==> config.mk <==
export PLATFORM = sky130hd
export DESIGN_NAME = ex_mem_wb_pipe
export DESIGN_NICKNAME = d
export VERILOG_FILES = /design/src/rtl/ex_mem_wb_pipe.sv
export SDC_FILE = /design/constraint.sdc
export NUM_CORES = 1
export LEC_CHECK = 0
export BUFFER_PORTS_ARGS = -buffer_cell sky130_fd_sc_hd__buf_2
export CAP_MARGIN = 25
export CORE_ASPECT_RATIO = 0.5
export CORE_MARGIN = 2
export CORE_UTILIZATION = 40
export CTS_CLUSTER_DIAMETER = 80
export CTS_CLUSTER_SIZE = 16
export DETAILED_ROUTE_END_ITERATION = 10
export MAX_ROUTING_LAYER = met4
export PLACE_DENSITY_LB_ADDON = 0.08
export SLEW_MARGIN = 25
export SYNTH_ARGS = -nofsm -noshare
export SYNTH_HDL_FRONTEND = slang
export SYNTH_SLANG_ARGS = --single-unit
==> constraint.sdc <==
create_clock -name clk -period 3.6 [get_ports clk]
set_input_delay 0.18 -clock clk [delete_from_list [all_inputs] [get_ports clk]]
set_output_delay 0.18 -clock clk [all_outputs]
set_load 0.05 [all_outputs]
==> src/rtl/ex_mem_wb_pipe.sv <==
// EX/MEM and MEM/WB pipeline registers for a 5-stage in-order core, with
// load-use hazard detection and retire/stall event counters.
module ex_mem_wb_pipe #(
    parameter int XLEN  = 32,
    parameter int CNT_W = 16
) (
    input  logic             clk,
    input  logic             rst,
    input  logic             valid_ex,
    input  logic [4:0]       ard_ex,
    input  logic             regwrite_ex,
    input  logic             memread_ex,
    input  logic             memtoreg_ex,
    input  logic [XLEN-1:0]  alu_result_ex,
    input  logic             flush_ex,
    input  logic             hold,
    input  logic [XLEN-1:0]  mem_rdata,
    input  logic [4:0]       ars1_id,
    input  logic [4:0]       ars2_id,
    output logic [4:0]       ard_ex_mem,
    output logic             regwrite_ex_mem,
    output logic             memtoreg_ex_mem,
    output logic             valid_ex_mem,
    output logic [XLEN-1:0]  alu_result_ex_mem,
    output logic [4:0]       ard_mem_wb,
    output logic             regwrite_mem_wb,
    output logic             valid_mem_wb,
    output logic [XLEN-1:0]  wb_data_mem_wb,
    output logic             load_use_stall,
    output logic [31:0]      retire_count,
    output logic [CNT_W-1:0] stall_count
);

    logic ex_live;
    logic ard_ex_nz;

    assign ex_live   = valid_ex & ~flush_ex;
    assign ard_ex_nz = (ard_ex != 5'd0);

    // Pure function of the EX/ID fields; deliberately ignores hold and reset.
    assign load_use_stall = ex_live & memread_ex & ard_ex_nz &
                            ((ard_ex == ars1_id) | (ard_ex == ars2_id));

    always_ff @(posedge clk or posedge rst) begin : ex_mem_reg
        if (rst) begin
            ard_ex_mem        <= 5'd0;
            regwrite_ex_mem   <= 1'b0;
            memtoreg_ex_mem   <= 1'b0;
            valid_ex_mem      <= 1'b0;
            alu_result_ex_mem <= '0;
        end else if (!hold) begin
            if (ex_live) begin
                ard_ex_mem        <= ard_ex;
                regwrite_ex_mem   <= regwrite_ex & ard_ex_nz;
                memtoreg_ex_mem   <= memtoreg_ex;
                valid_ex_mem      <= 1'b1;
                alu_result_ex_mem <= alu_result_ex;
            end else begin
                ard_ex_mem        <= 5'd0;
                regwrite_ex_mem   <= 1'b0;
                memtoreg_ex_mem   <= 1'b0;
                valid_ex_mem      <= 1'b0;
                alu_result_ex_mem <= '0;
            end
        end
    end

    always_ff @(posedge clk or posedge rst) begin : mem_wb_reg
        if (rst) begin
            ard_mem_wb      <= 5'd0;
            regwrite_mem_wb <= 1'b0;
            valid_mem_wb    <= 1'b0;
            wb_data_mem_wb  <= '0;
        end else if (!hold) begin
            ard_mem_wb      <= ard_ex_mem;
            regwrite_mem_wb <= regwrite_ex_mem;
            valid_mem_wb    <= valid_ex_mem;
            wb_data_mem_wb  <= memtoreg_ex_mem ? mem_rdata : alu_result_ex_mem;
        end
    end

    // Retire count wraps naturally; stall count sticks at all-ones.
    always_ff @(posedge clk or posedge rst) begin : event_counters
        if (rst) begin
            retire_count <= 32'd0;
            stall_count  <= '0;
        end else if (!hold) begin
            if (valid_ex_mem) begin
                retire_count <= retire_count + 32'd1;
            end
            if (load_use_stall && (stall_count != {CNT_W{1'b1}})) begin
                stall_count <= stall_count + {{(CNT_W-1){1'b0}}, 1'b1};
            end
        end
    end

endmodule

**Word level (Yosys, flattened, before mapping)**

Index checks and enable logic that the tools add are counted.

- Add/sub/neg operators: 2
- Equality and inequality tests: 3
- Multiplexer cells: 6
- Bitwise operators: 8
- Reductions and logical operators: 4

Operators with widths:

| kind | number |
|---|---|
| 32-bit two-way mux | 2 |
| 32-bit by 1-bit adder with 32-bit output, second input constant | 1 |
| 16-bit by 1-bit adder with 16-bit output, second input constant | 1 |
| 16-bit inequality test, second input constant | 1 |
| 5-bit equality test | 2 |
| 1-bit AND | 5 |
| 5-bit two-way mux | 1 |
| 5-bit nonzero test | 1 |
| 2-bit AND reduction | 2 |
| 1-bit two-way mux | 3 |
| 1-bit NOT | 2 |
| 1-bit logical AND | 1 |
| 1-bit bitwise OR | 1 |

- Register bits: 127
- Input bits: 87
- Output and inout port bits: 128
- Word-level logic and storage cells: 34

**Logic depth before layout (Yosys ltp)**

Gate-level depths: netlist (run 1).

- Depth in word-level cells: 7
- Mapped depth: 7
- Mapped depth without buffers: 6

**Worst setup path after synthesis (run 1)**

Ideal clock, no wire load.

- Path type: flip-flop to flip-flop
- Start: reg stall_count[0]
- End: reg stall_count[14]
- Setup time: 0.128 ns
- Data arrival time: 2.032 ns
- Required time: 3.472 ns
- Slack: 1.441 ns
- Cell stages (with the launch flop): 7
- Path buffers: 0
- Period minus slack after synthesis: 2.159 ns
- Path through: dfrtp_1 -> ha_1 -> nor2b_1 -> nand2b_1 -> or3_1 -> nor4b_2 -> mux2_1

- Cells in the longest elaborated chain, start to end: 3
- Elaborated cells on any way between the ends: 4
- Classes of those cells: 1 x add/sub; 1 x eq/ne; 2 x reduce/logical

Ends and longest elaborated chain:

| item | line | RTL |
|---|---|---|
| start: declaration | 31 | `output logic [CNT_W-1:0] stall_count` |
| start signal: assignment | 92 | `stall_count <= stall_count + {{(CNT_W-1){1'b0}}, 1'b1};` |
| branches (longest 3 deep; another with 16-bit by 1-bit adder with 16-bit output) | -- |  |

Parallel ways; which one is timed is not known.
A chain may end at the register's enable or synchronous reset.

**Final worst setup path (run 1)**

- Start: reg memtoreg_ex_mem
- End: out memtoreg_ex_mem

RTL lines:

| item | line | RTL |
|---|---|---|
| start: declaration | 22 | `output logic memtoreg_ex_mem,` |
| start signal: assignment | 55 | `memtoreg_ex_mem <= memtoreg_ex;` |

No word-level cell between the ends.

==> results of run 1 <==
## synthesized netlist by cell type (all sizes together) (6+ instances only)
cell type	count	area, um^2
a22o	38	333
and3	6	37.5
clkbuf	21	78.8
dfrtp	127	3180
inv	9	33.8
mux2	9	101
mux2i	32	320
nand2	52	198
nand3	18	90.1
nand4	19	131
nor2	15	63.8
o21ai	32	160
xnor2	46	410
xor2	9	78.8
## per-layer routing
| metal | wire (um) | share of wire [%] |
|---|---|---|
| met5 | 0 | 0 |
| met4 | 180 | 1.3 |
| met3 | 779 | 5.6 |
| met2 | 6750 | 48 |
| met1 | 6320 | 45 |
## final timing paths
kind	start	end	slack [ps]
worst max-delay path	memtoreg_ex_mem	memtoreg_ex_mem	1590
worst min-delay path	alu_result_ex[27]	alu_result_ex_mem[27]	8
worst max register to register	valid_ex_mem	retire_count[25]	1600
worst min register to register	wb_data_mem_wb[8]	wb_data_mem_wb[8]	480
max in group asynchronous	rst	memtoreg_ex_mem	2250
min in group asynchronous	rst	retire_count[26]	520
## layout make-up
| cell class | count | area share, % |
|---|---|---|
| Antenna cell | 2 | 0.0647 |
| Clock buffer | 19 | 5.60 |
| Timing Repair Buffer | 244 | 17.8 |
| Inverter | 9 | 0.469 |
| Clock inverter | 13 | 2.77 |
| Tap cell | 192 | 3.10 |
| Multi-Input combinational cell | 310 | 29.1 |
| Sequential cell | 127 | 41.1 |
## sequential cells by signal, summed over array words and instances (netlist names)
name and cells:
stall_count 16, alu_result_ex_mem 32, ard_mem_wb 5, valid_mem_wb 1
valid_ex_mem 1, ard_ex_mem 5, wb_data_mem_wb 32, regwrite_mem_wb 1
regwrite_ex_mem 1, retire_count 32, memtoreg_ex_mem 1
## cell usage in the layout, fill, tap and decap left out, types with 7 or more instances in the layout
master	netlist	final
o21ai_0	32	32
mux2_2	7	7
nand4_1	17	17
dlygate4sd3_1	0	26
dfrtp_1	127	126
mux2i_1	32	32
nor2_1	14	14
xor2_1	9	9
nand2_1	51	51
xnor2_1	45	45
a22o_1	38	38
buf_2	3	213
clkbuf_16	0	17
nand3_1	18	18
inv_1	9	8
## through the flow
| step | total power, W | std cells |
|---|---|---|
| detailed placement | 0.00233 | 856 |
| global route | 0.00436 | 916 |
| global placement | 0.00233 | 856 |
| CTS | 0.00424 | 913 |
| finish | 0.00420 | 916 |
| floorplan | 0.00212 | 471 |
## power by group
group	internal, W	leakage (nW)	total (W)	switching, W
sequential	0.00152	1.70	0.00160	0.0000811
clock	0.00123	0.307	0.00188	0.000643
combinational	0.000209	1.90	0.000719	0.000510
## cells by family (layout without fill, tap and decap cells)
family                   after synthesis  in the layout  synth area share, %
AO/OA/AOI/OAI                         75             75                 9.97
XOR/XNOR                              55             55                 8.80
adder cells (fa/ha/maj)                2              2                0.450
buffers and inverters                 34            285                 2.36
flip-flops                           127            127                 57.2
multiplexers                          41             41                 7.59
other                                  0              2                    0
AND/OR/NAND/NOR                      137            137                 13.6
==> impl_results.md, run 1 <==
- Status: completed
- Latest clock arrival within the worst-skew pair: 390 ps
- Initial antenna violation count: 2
- Final Critical Period: 2010 ps
- Met2 usage: 31.0%
- Dpl hpwl: 9760 um
- # fillers: 1210
- Met1 Usage GRT: 24.8%
- Final Cell Area: 7740 um^2
- Largest net degree at the start of global routing: 69
- Crit Path Max Fanout: 34
- Vias in the first global route: 4279
- First-pass GRT wire length: 22100 um
- Boundary Pins: 215
- Syn Inst Count: 471
- Final hold vios: 0
- Prevailing post-synth register cell: dfrtp_1
- CTS resizes: 0
- RSZ-0062 raised after global routing: no
- Post-CTS Setup Inserts: 0
- GR Util All Layers: 19.7%
- Worst Skew: 9.49 ps
- Multi-input gate area: 2250 um^2
- Measured slew at the worst slew-check pin: 1010 ps
- Final nets: 798
- Critical path type: register to output port
- R2r worst-path depth: 5
- Number of buffers inserted by port buffering: 214
- GRT met3 Usage: 5.22%
- Vias post-DR: 4348
- Clk slew on worst S/H paths: 60 ps
- Peak supply drop: 0.282 mV
- Residual DRC: 0
- Die Ht: 87.4 um
- Clock tree root buffer cell: clkbuf_16
- Reg area: 3180 um^2
- Fin crit share: 55.9%
- Post-Syn Area: 5560 um^2
- Syn-to-layout area delta: 39.2%
- Wirelength per Cell: 15.3 um
- Sequential cell area fraction in the yosys report: 57.2%
- Placement Cell Area: 6830 um^2
- GR peak layer: met2
- CTS Buffer Depth: 2
- Initial DRC count: 252
- CP max-delay cell: dfrtp_2
- Pre-CTS setup slack: 1440 ps
- CP Data Arrival Time: 1830 ps
- Clk sinks: 127
- Asr flop ratio synth: 100%
- Final setup TNS: 0 ps
- Die X: 171 um
- Grt total ovfl: 0
- DR vias/cell: 4.75
- Max-slew violations: 0
- Number of max-cap violations: 0
- # H-tree levels: 4
- Fmax: 497 MHz
- Tightest Hold Check Type: input pin to register
- Flop and latch count out of synthesis: 127
- Routability-driven placement congestion ratio: 0.839
- EDFF count, synth: 0
- Synthesis warning total: 0
- Hold buffers post-CTS: 25
- Total stage count of the critical path: 1
- Crit path max-delay family: flip-flops
- Core ar.: 13600 um^2
- CP Buf/Inv Count: 1
- WHS Path Cells: 2
- CTS tree: yes
- Max incr delay on CP: 1030 ps
- Core Util, Final: 57.1%
- Drt first pass iters: 4
- Antenna viol nets, final: 0
- Worst path cell trace: buf_2
- Fraction of layout cells with a size suffix above 1: 37.8%
- Syn avg cell area: 11.8 um^2
- Initial Util: 41.0%
- Fin worst setup slack: 1590 ps
- Slew margin rel.: 32.8%
- CP endpoint kind: output port
- Hold slack final: 8.27 ps
- Inserted Clock Buffers: 17
- Synthesized net count: 560
- Leak pwr: 3.91 nW
- PD cells: 543 nW/um^2
- Endpoints failing setup: 0
- Startpoint types: register
- Required time worst endpoint: 3420 ps
- Cell variety after synth: 42
- Routed WL: 14000 um
- Num rows: 30
- Full die area: 14900 um^2
Note: power is estimated with default switching activity, not from simulation.
==> inputs of run 2 (changes only) <==
- clock period: 3.6 -> 2.1 ns (I/O delays scaled with it)
==> run 2 against run 1 <==
Wire length rose by 5.0%. Worst setup slack got worse by 1500 ps. Cell area rose by 5.5%. Critical path type is now input pin to output port. Global-route usage rose by 0.93 points. Worst hold slack improved by 7.9 ps. Largest power group unchanged. Sequential power rose by 71%. Sequential cell count did not move. Sequential share of layout area fell by 2.1 points. Register-to-register slack got worse by 1400 ps. Largest cell class unchanged. Total power rose by 78%. Highest routed layer unchanged. Combinational power rose by 82%.
==> impl_results.md, run 2 (same netlist as run 1, synthesis figures left out) <==
- Status: completed (unchanged)
- Leak pwr: 4.09 nW (was 3.91 nW)
- Clk sinks: 127 (unchanged)
- P_sw: 0.00215 W (was 0.00123 W)
- GR Util All Layers: 20.7% (was 19.7%)
- Endpoints failing setup: 0 (unchanged)
- Full die area: 14900 um^2 (unchanged)
- Switching share of power: 28.8% (was 29.4%)
- Tot Pwr: 0.00748 W (was 0.00420 W)
- Grt total ovfl: 0 (unchanged)
- Routed WL: 14700 um (was 14000 um)
- Initial Util: 41.0% (unchanged)
- Final hold vios: 0 (unchanged)
- # H-tree levels: 4 (unchanged)
- Max-slew violations: 0 (unchanged)
- Combinational share of power: 17.6% (was 17.1%)
- R2r worst-path depth: 6 (was 5)
- Worst Skew: 9.21 ps (was 9.49 ps)
- Number of buffers inserted by port buffering: 214 (unchanged)
- Vias post-DR: 4613 (was 4348)
- Fraction of layout cells with a size suffix above 1: 37.8% (about the same)
- Slew margin rel.: 58.9% (was 32.8%)
- Die X: 171 um (unchanged)
- Crit Path Max Fanout: 7 (was 34)
- Commonest cells after routing, fill and taps aside: 213 x buf_2, 123 x dfrtp_1, 54 x dlygate4sd3_1 (was 213 x buf_2, 126 x dfrtp_1, 51 x nand2_1)
- Startpoint types: input pin (was register)
- Max incr delay on CP: 530 ps (was 1030 ps)
- Latest clock arrival within the worst-skew pair: 400 ps (was 390 ps)
- Worst path cell trace: dlygate4sd3_1 > buf_2 > xnor2_1 > nand3_1 > o22ai_4 > nor2b_1 > buf_2 (was buf_2)
- Antenna viol nets, final: 0 (unchanged)
- Flop pwr share: 36.6% (was 38.2%)
- WHS Path Cells: 3 (was 2)
- PD cells: 916 nW/um^2 (was 543 nW/um^2)
- Boundary Pins: 215 (unchanged)
- Required time worst endpoint: 2000 ps (was 3420 ps)
- # fillers: 1161 (was 1210)
- Vias in the first global route: 4535 (was 4279)
- Cell repeated most along the worst path: buf_2
- Largest regs: alu_result_ex_mem: 32 flops, retire_count: 32 flops, wb_data_mem_wb: 32 flops (unchanged)
- Fin crit share: 95.5%
- Final Critical Period: 2000 ps
- Final nets: 835 (was 798)
- Final setup TNS: 0 ps (unchanged)
- Wirelength per Cell: 15.5 um (was 15.3 um)
- RSZ-0062 raised after global routing: no (unchanged)
- Peak supply drop: 0.484 mV (was 0.282 mV)
- Residual DRC: 0 (unchanged)
- First-pass GRT wire length: 23300 um (was 22100 um)
- Fmax: 499 MHz
- Critical path type: input pin to output port (was register to output port)
- Die Ht: 87.4 um (unchanged)
- CP Data Arrival Time: 1900 ps (was 1830 ps)
- Dpl hpwl: 9920 um (was 9760 um)
- Drt first pass iters: 4 (unchanged)
- DR vias/cell: 4.85 (was 4.75)
- Initial DRC count: 187 (was 252)
- Int Power: 0.00532 W (was 0.00296 W)
- Number of max-cap violations: 0 (unchanged)
- Total stage count of the critical path: 7 (was 1)
- CTS tree: yes (unchanged)
- Num rows: 30 (unchanged)
- Crit path max-delay family: buffers and inverters (was flip-flops)
- Routability-driven placement congestion ratio: 0.846 (was 0.839)
- Inserted Clock Buffers: 17 (unchanged)
- Tightest Hold Check Type: input pin to register (unchanged)
- Antenna fix cells: 0 (was 2)
- Clock power share: 45.8% (was 44.7%)
- Core ar.: 13600 um^2 (unchanged)
- Measured slew at the worst slew-check pin: 617 ps (was 1010 ps)
- CTS Buffer Depth: 2 (unchanged)
- Largest net degree at the start of global routing: 56 (was 69)
- CP max-delay cell: dlygate4sd3_1 (was dfrtp_2)
- Clk slew on worst S/H paths: 60 ps (about the same)
- Most common cell after layout, fill and taps aside: buf_2 (unchanged)
- Syn-to-layout area delta: 46.8% (was 39.2%)
- CP Buf/Inv Count: 3 (was 1)
- CP endpoint kind: output port (unchanged)
- Clock tree root buffer cell: clkbuf_16 (unchanged)
- Initial antenna violation count: 0 (was 2)
==> run 2: cell types whose count changed in the layout (fill, tap and decap cells not counted), sizes merged <==
cell / delta
dlygate4sd3: +28
buf: +9
clkinv: -2
diode: -2
bufinv: +1
clkbuf: +1
==> run 2: area by class of cell <==
class	instances	area [um^2]	share of cell area [%]
timing repair buffer	281	1750	21.4
clock inverter	12	231	2.84
clock buffer	20	457	5.60
multi-input combinational	310	2260	27.7
inverter	9	37.5	0.460
sequential	127	3180	39.0
tap	192	240	2.94
==> run 2: worst register-to-register path, cell delays in order (launching register included) <==
cell and delay, ps:
dfrtp_2 390, ha_1 180, nor2b_2 190, nand2b_1 90, or3_1 340, nor4b_2 230, mux2_1 350
==> run 2: power groups by stage <==
stage	Clock, W	Combinational (W)	Sequential (W)
3_5_place_dp	0	0.00124	0.00278
2_1_floorplan	0	0.000306	0.00333
5_1_grt	0.00362	0.00139	0.00276
3_3_place_gp	0	0.00123	0.00277
6_report	0.00343	0.00131	0.00274
4_1_cts	0.00350	0.00132	0.00274
==> run 2: through the flow <==
stage	std cells	hold WS, ps	util (%)	instance area, um^2	worst slack [ps]
global placement	863	196	51.0	6910	243
finish	951	16.1	60.2	8160	95.4
CTS	949	2.62	60.0	8140	9.80
global route	951	2.15	60.2	8160	7.90
floorplan	471	234	-	5570	0.431
detailed placement	863	205	51.0	6910	218
==> run 2: final timing paths <==
path                                        start                 end  slack [ps]
worst max register to register     stall_count[0]     stall_count[14]         220
worst min-delay path                mem_rdata[11]  wb_data_mem_wb[11]          20
min in group asynchronous                     rst  wb_data_mem_wb[11]         320
max in group asynchronous                     rst      stall_count[3]        1090
worst min register to register  wb_data_mem_wb[1]   wb_data_mem_wb[1]         480
worst max-delay path                    ard_ex[1]      load_use_stall         100
==> run 2: timing repair <==
item,CTS,global route
hold buffers,54,0
hold endpoints to repair,74,0
buffers inserted,0,2
endpoints found under the setup margin,0,2
gates resized for setup,0,2
==> run 2: routing by layer <==
layer,wire [um],vias up,global-route usage [%],part of all wire [%]
li1,-,2222,-,-
met1,6770,2258,27.0,46
met2,7070,117,32.5,48
met3,712,16,4.36,4.8
met4,186,0,6.53,1.3
met5,0,-,-,0
==> inputs of run 3 (changes only) <==
- CTS_CLUSTER_SIZE: 16 -> 8
- TNS_END_PERCENT: not set -> 5
- clock period: 2.1 -> 2.2 ns (I/O delays scaled with it)
==> run 3 against run 2 <==
Worst setup slack better by 8.5 ps. Clock-buffer cell count shrank 2. Global-route usage grew 0.069 points. Cell area fell by 1.8%. Core utilization fell by 1.1 points. Worst hold slack worse by 4.5 ps. Sequential cell count stayed put. Wire length decreased by 0.51%. Sequential power decreased by 5%. Register-to-register slack worse by 20 ps. Via count fell by 1.3%. Critical path type unchanged. Non-clock buffer count down 2.
==> impl_results.md, run 3 (same netlist as run 1, synthesis figures left out) <==
- Critical path type: input pin to output port (unchanged)
- Worst path cell trace: dlygate4sd3_1 > buf_2 > or4_4 > o2111ai_4 > nor2b_1 > buf_2 (was dlygate4sd3_1 > buf_2 > xnor2_1 > nand3_1 > o22ai_4 > nor2b_1 > buf_2)
- GR Util All Layers: 20.7% (about the same)
- Grt total ovfl: 0 (unchanged)
- Tightest Hold Check Type: input pin to register (unchanged)
- Latest clock arrival within the worst-skew pair: 410 ps (was 400 ps)
- Wire length on met1: 6610 um (was 6770 um)
- CP max-delay cell: or4_4 (was dlygate4sd3_1)
- Clock tree root buffer cell: clkbuf_16 (unchanged)
- Die X: 171 um (unchanged)
- Flop pwr share: 40.4% (was 36.6%)
- Hold EP: wb_data_mem_wb[12] (was wb_data_mem_wb[11])
- CP Buf/Inv Count: 3 (unchanged)
- Residual DRC: 0 (unchanged)
- Final hold vios: 0 (unchanged)
- Placement Cell Area: 6900 um^2 (was 6910 um^2)
- Cell repeated most along the worst path: buf_2 (unchanged)
- Clk sinks: 127 (unchanged)
- DR vias/cell: 4.80 (was 4.85)
- Int Power: 0.00436 W (was 0.00532 W)
- Final nets: 833 (was 835)
- Wirelength per Cell: 15.5 um (about the same)
- WHS Path Cells: 3 (unchanged)
- Routed length on met3: 630 um (was 712 um)
- Largest net degree at the start of global routing: 59 (was 56)
- P_sw: 0.00210 W (was 0.00215 W)
- Hold slack final: 11.7 ps (was 16.1 ps)
- Num rows: 30 (unchanged)
- Full die area: 14900 um^2 (unchanged)
- Routability-driven placement congestion ratio: 0.844 (was 0.846)
- Endpoints failing setup: 0 (unchanged)
- Crit Path Max Fanout: 5 (was 7)
- Slew margin rel.: 62.8% (was 58.9%)
- Commonest cells after routing, fill and taps aside: 213 x buf_2, 126 x dfrtp_1, 56 x dlygate4sd3_1 (was 213 x buf_2, 123 x dfrtp_1, 54 x dlygate4sd3_1)
- Vias post-DR: 4552 (was 4613)
- CTS Buffer Depth: 2 (unchanged)
- Worst Skew: 10.4 ps (was 9.21 ps)
- Combinational share of power: 19.4% (was 17.6%)
- WL met2: 7270 um (was 7070 um)
- Crit path max-delay family: buffers and inverters (unchanged)
- Worst reg2reg setup slack: 200 ps (was 220 ps)
- Final Critical Period: 2100 ps
- Dpl hpwl: 9940 um (was 9920 um)
- Boundary Pins: 215 (unchanged)
- Peak supply drop: 0.493 mV (was 0.484 mV)
- Fmax: 477 MHz
- Final Cell Area: 8010 um^2 (was 8160 um^2)
- RSZ-0062 raised after global routing: no (unchanged)
- Number of max-cap violations: 0 (unchanged)
- Max-slew violations: 0 (unchanged)
- Core Util, Final: 59.1% (was 60.2%)
- Inserted Clock Buffers: 17 (unchanged)
- Die Ht: 87.4 um (unchanged)
- Antenna fix cells: 0 (unchanged)
- Top routing layer used: met4 (unchanged)
- Reg2reg start: stall_count[0] (unchanged)
- Routed WL: 14700 um (about the same)
- Post-CTS Setup Inserts: 0 (unchanged)
- Clk slew on worst S/H paths: 60 ps (about the same)
- Vias in the first global route: 4422 (was 4535)
- Final setup TNS: 0 ps (unchanged)
- Switching share of power: 32.5% (was 28.8%)
- Initial Util: 41.0% (unchanged)
- First-pass GRT wire length: 23200 um (was 23300 um)
- Status: completed (unchanged)
- Antenna viol nets, final: 0 (unchanged)
- Fraction of layout cells with a size suffix above 1: 37.0% (was 37.8%)
- Measured slew at the worst slew-check pin: 558 ps (was 617 ps)
- Most common cell after layout, fill and taps aside: buf_2 (unchanged)
- CP Data Arrival Time: 1990 ps (was 1900 ps)
- CTS tree: yes (unchanged)
- Max incr delay on CP: 550 ps (was 530 ps)
- Core ar.: 13600 um^2 (unchanged)
- Capture point of the worst reg-to-reg path: stall_count[14] (unchanged)
- Fin crit share: 95.3%
- Largest regs: alu_result_ex_mem: 32 flops, retire_count: 32 flops, wb_data_mem_wb: 32 flops (unchanged)
- Drt first pass iters: 4 (unchanged)
- Initial antenna violation count: 0 (unchanged)
- Number of buffers inserted by port buffering: 214 (unchanged)
- CP endpoint kind: output port (unchanged)
- Syn-to-layout area delta: 44.1% (was 46.8%)
- Startpoint types: input pin (unchanged)
- Leak pwr: 4.02 nW (was 4.09 nW)
- Initial DRC count: 276 (was 187)
- # H-tree levels: 4 (unchanged)
- PD cells: 807 nW/um^2 (was 916 nW/um^2)
- Required time worst endpoint: 2090 ps (was 2000 ps)
- Clock power share: 40.3% (was 45.8%)
- Hold wc startpoint: mem_rdata[12] (was mem_rdata[11])
- R2r worst-path depth: 6 (unchanged)
## run 3: changes by cell type in the layout (fill, tap and decap cells not counted), sizes merged
cell	before	now
inv	9	12
bufinv	6	0
dlygate4sd3	54	56
clkbuf	20	18
clkinvlp	2	5
clkinv	4	6
buf	227	223
## run 3: power groups by stage
stage | registers [W] | clock network, W | logic [W]
after floorplan | 0.00318 | 0 | 0.000292
after global routing | 0.00263 | 0.00277 | 0.00134
final | 0.00261 | 0.00260 | 0.00125
after CTS | 0.00261 | 0.00266 | 0.00127
after global placement | 0.00264 | 0 | 0.00119
after detailed placement | 0.00265 | 0 | 0.00119
## run 3: worst max-delay path by stage
stage / slack, ps / end / cells after the start / startpoint
floorplan: 40 / stall_count[14] / 6 / stall_count[0]
global placement: 320 / stall_count[14] / 6 / stall_count[0]
detailed placement: 240 / stall_count[14] / 6 / stall_count[0]
CTS: 110 / load_use_stall / 6 / ard_ex[2]
global route: 50 / load_use_stall / 6 / ard_ex[2]
finish: 100 / load_use_stall / 6 / ard_ex[2]
## run 3: metal layers
| metal | vias to the layer above | GRT usage [%] |
|---|---|---|
| met5 | - | - |
| met4 | 0 | 7.23 |
| met3 | 13 | 3.68 |
| met2 | 110 | 33.6 |
| met1 | 2221 | 26.5 |
| li1 | 2208 | - |
## run 3: per-stage QoR
stage / cells / total power (W) / worst slack [ps]
2_1_floorplan: 471 / 0.00347 / 40.9
3_3_place_gp: 861 / 0.00383 / 320
3_5_place_dp: 861 / 0.00384 / 237
4_1_cts: 949 / 0.00654 / 108
5_1_grt: 949 / 0.00674 / 51.0
6_report: 949 / 0.00646 / 104
## run 3: worst min-delay path, cell delays in order
cell     delay, ps
buf_2           80
mux2i_1         60
o21ai_0        130
## run 3: repair_timing
| action | in CTS | in global routing |
|---|---|---|
| hold endpoints to repair | 73 | 0 |
| gates resized for setup | 0 | 0 |
| hold buffers | 56 | 0 |
## run 3: layout make-up
class	instances	area [um^2]
clock inverter	14	110
fill	1215	5540
clock buffer	18	439
inverter	9	37.5
sequential	127	3180
timing repair buffer	279	1750
multi-input combinational	310	2250
tap	192	240
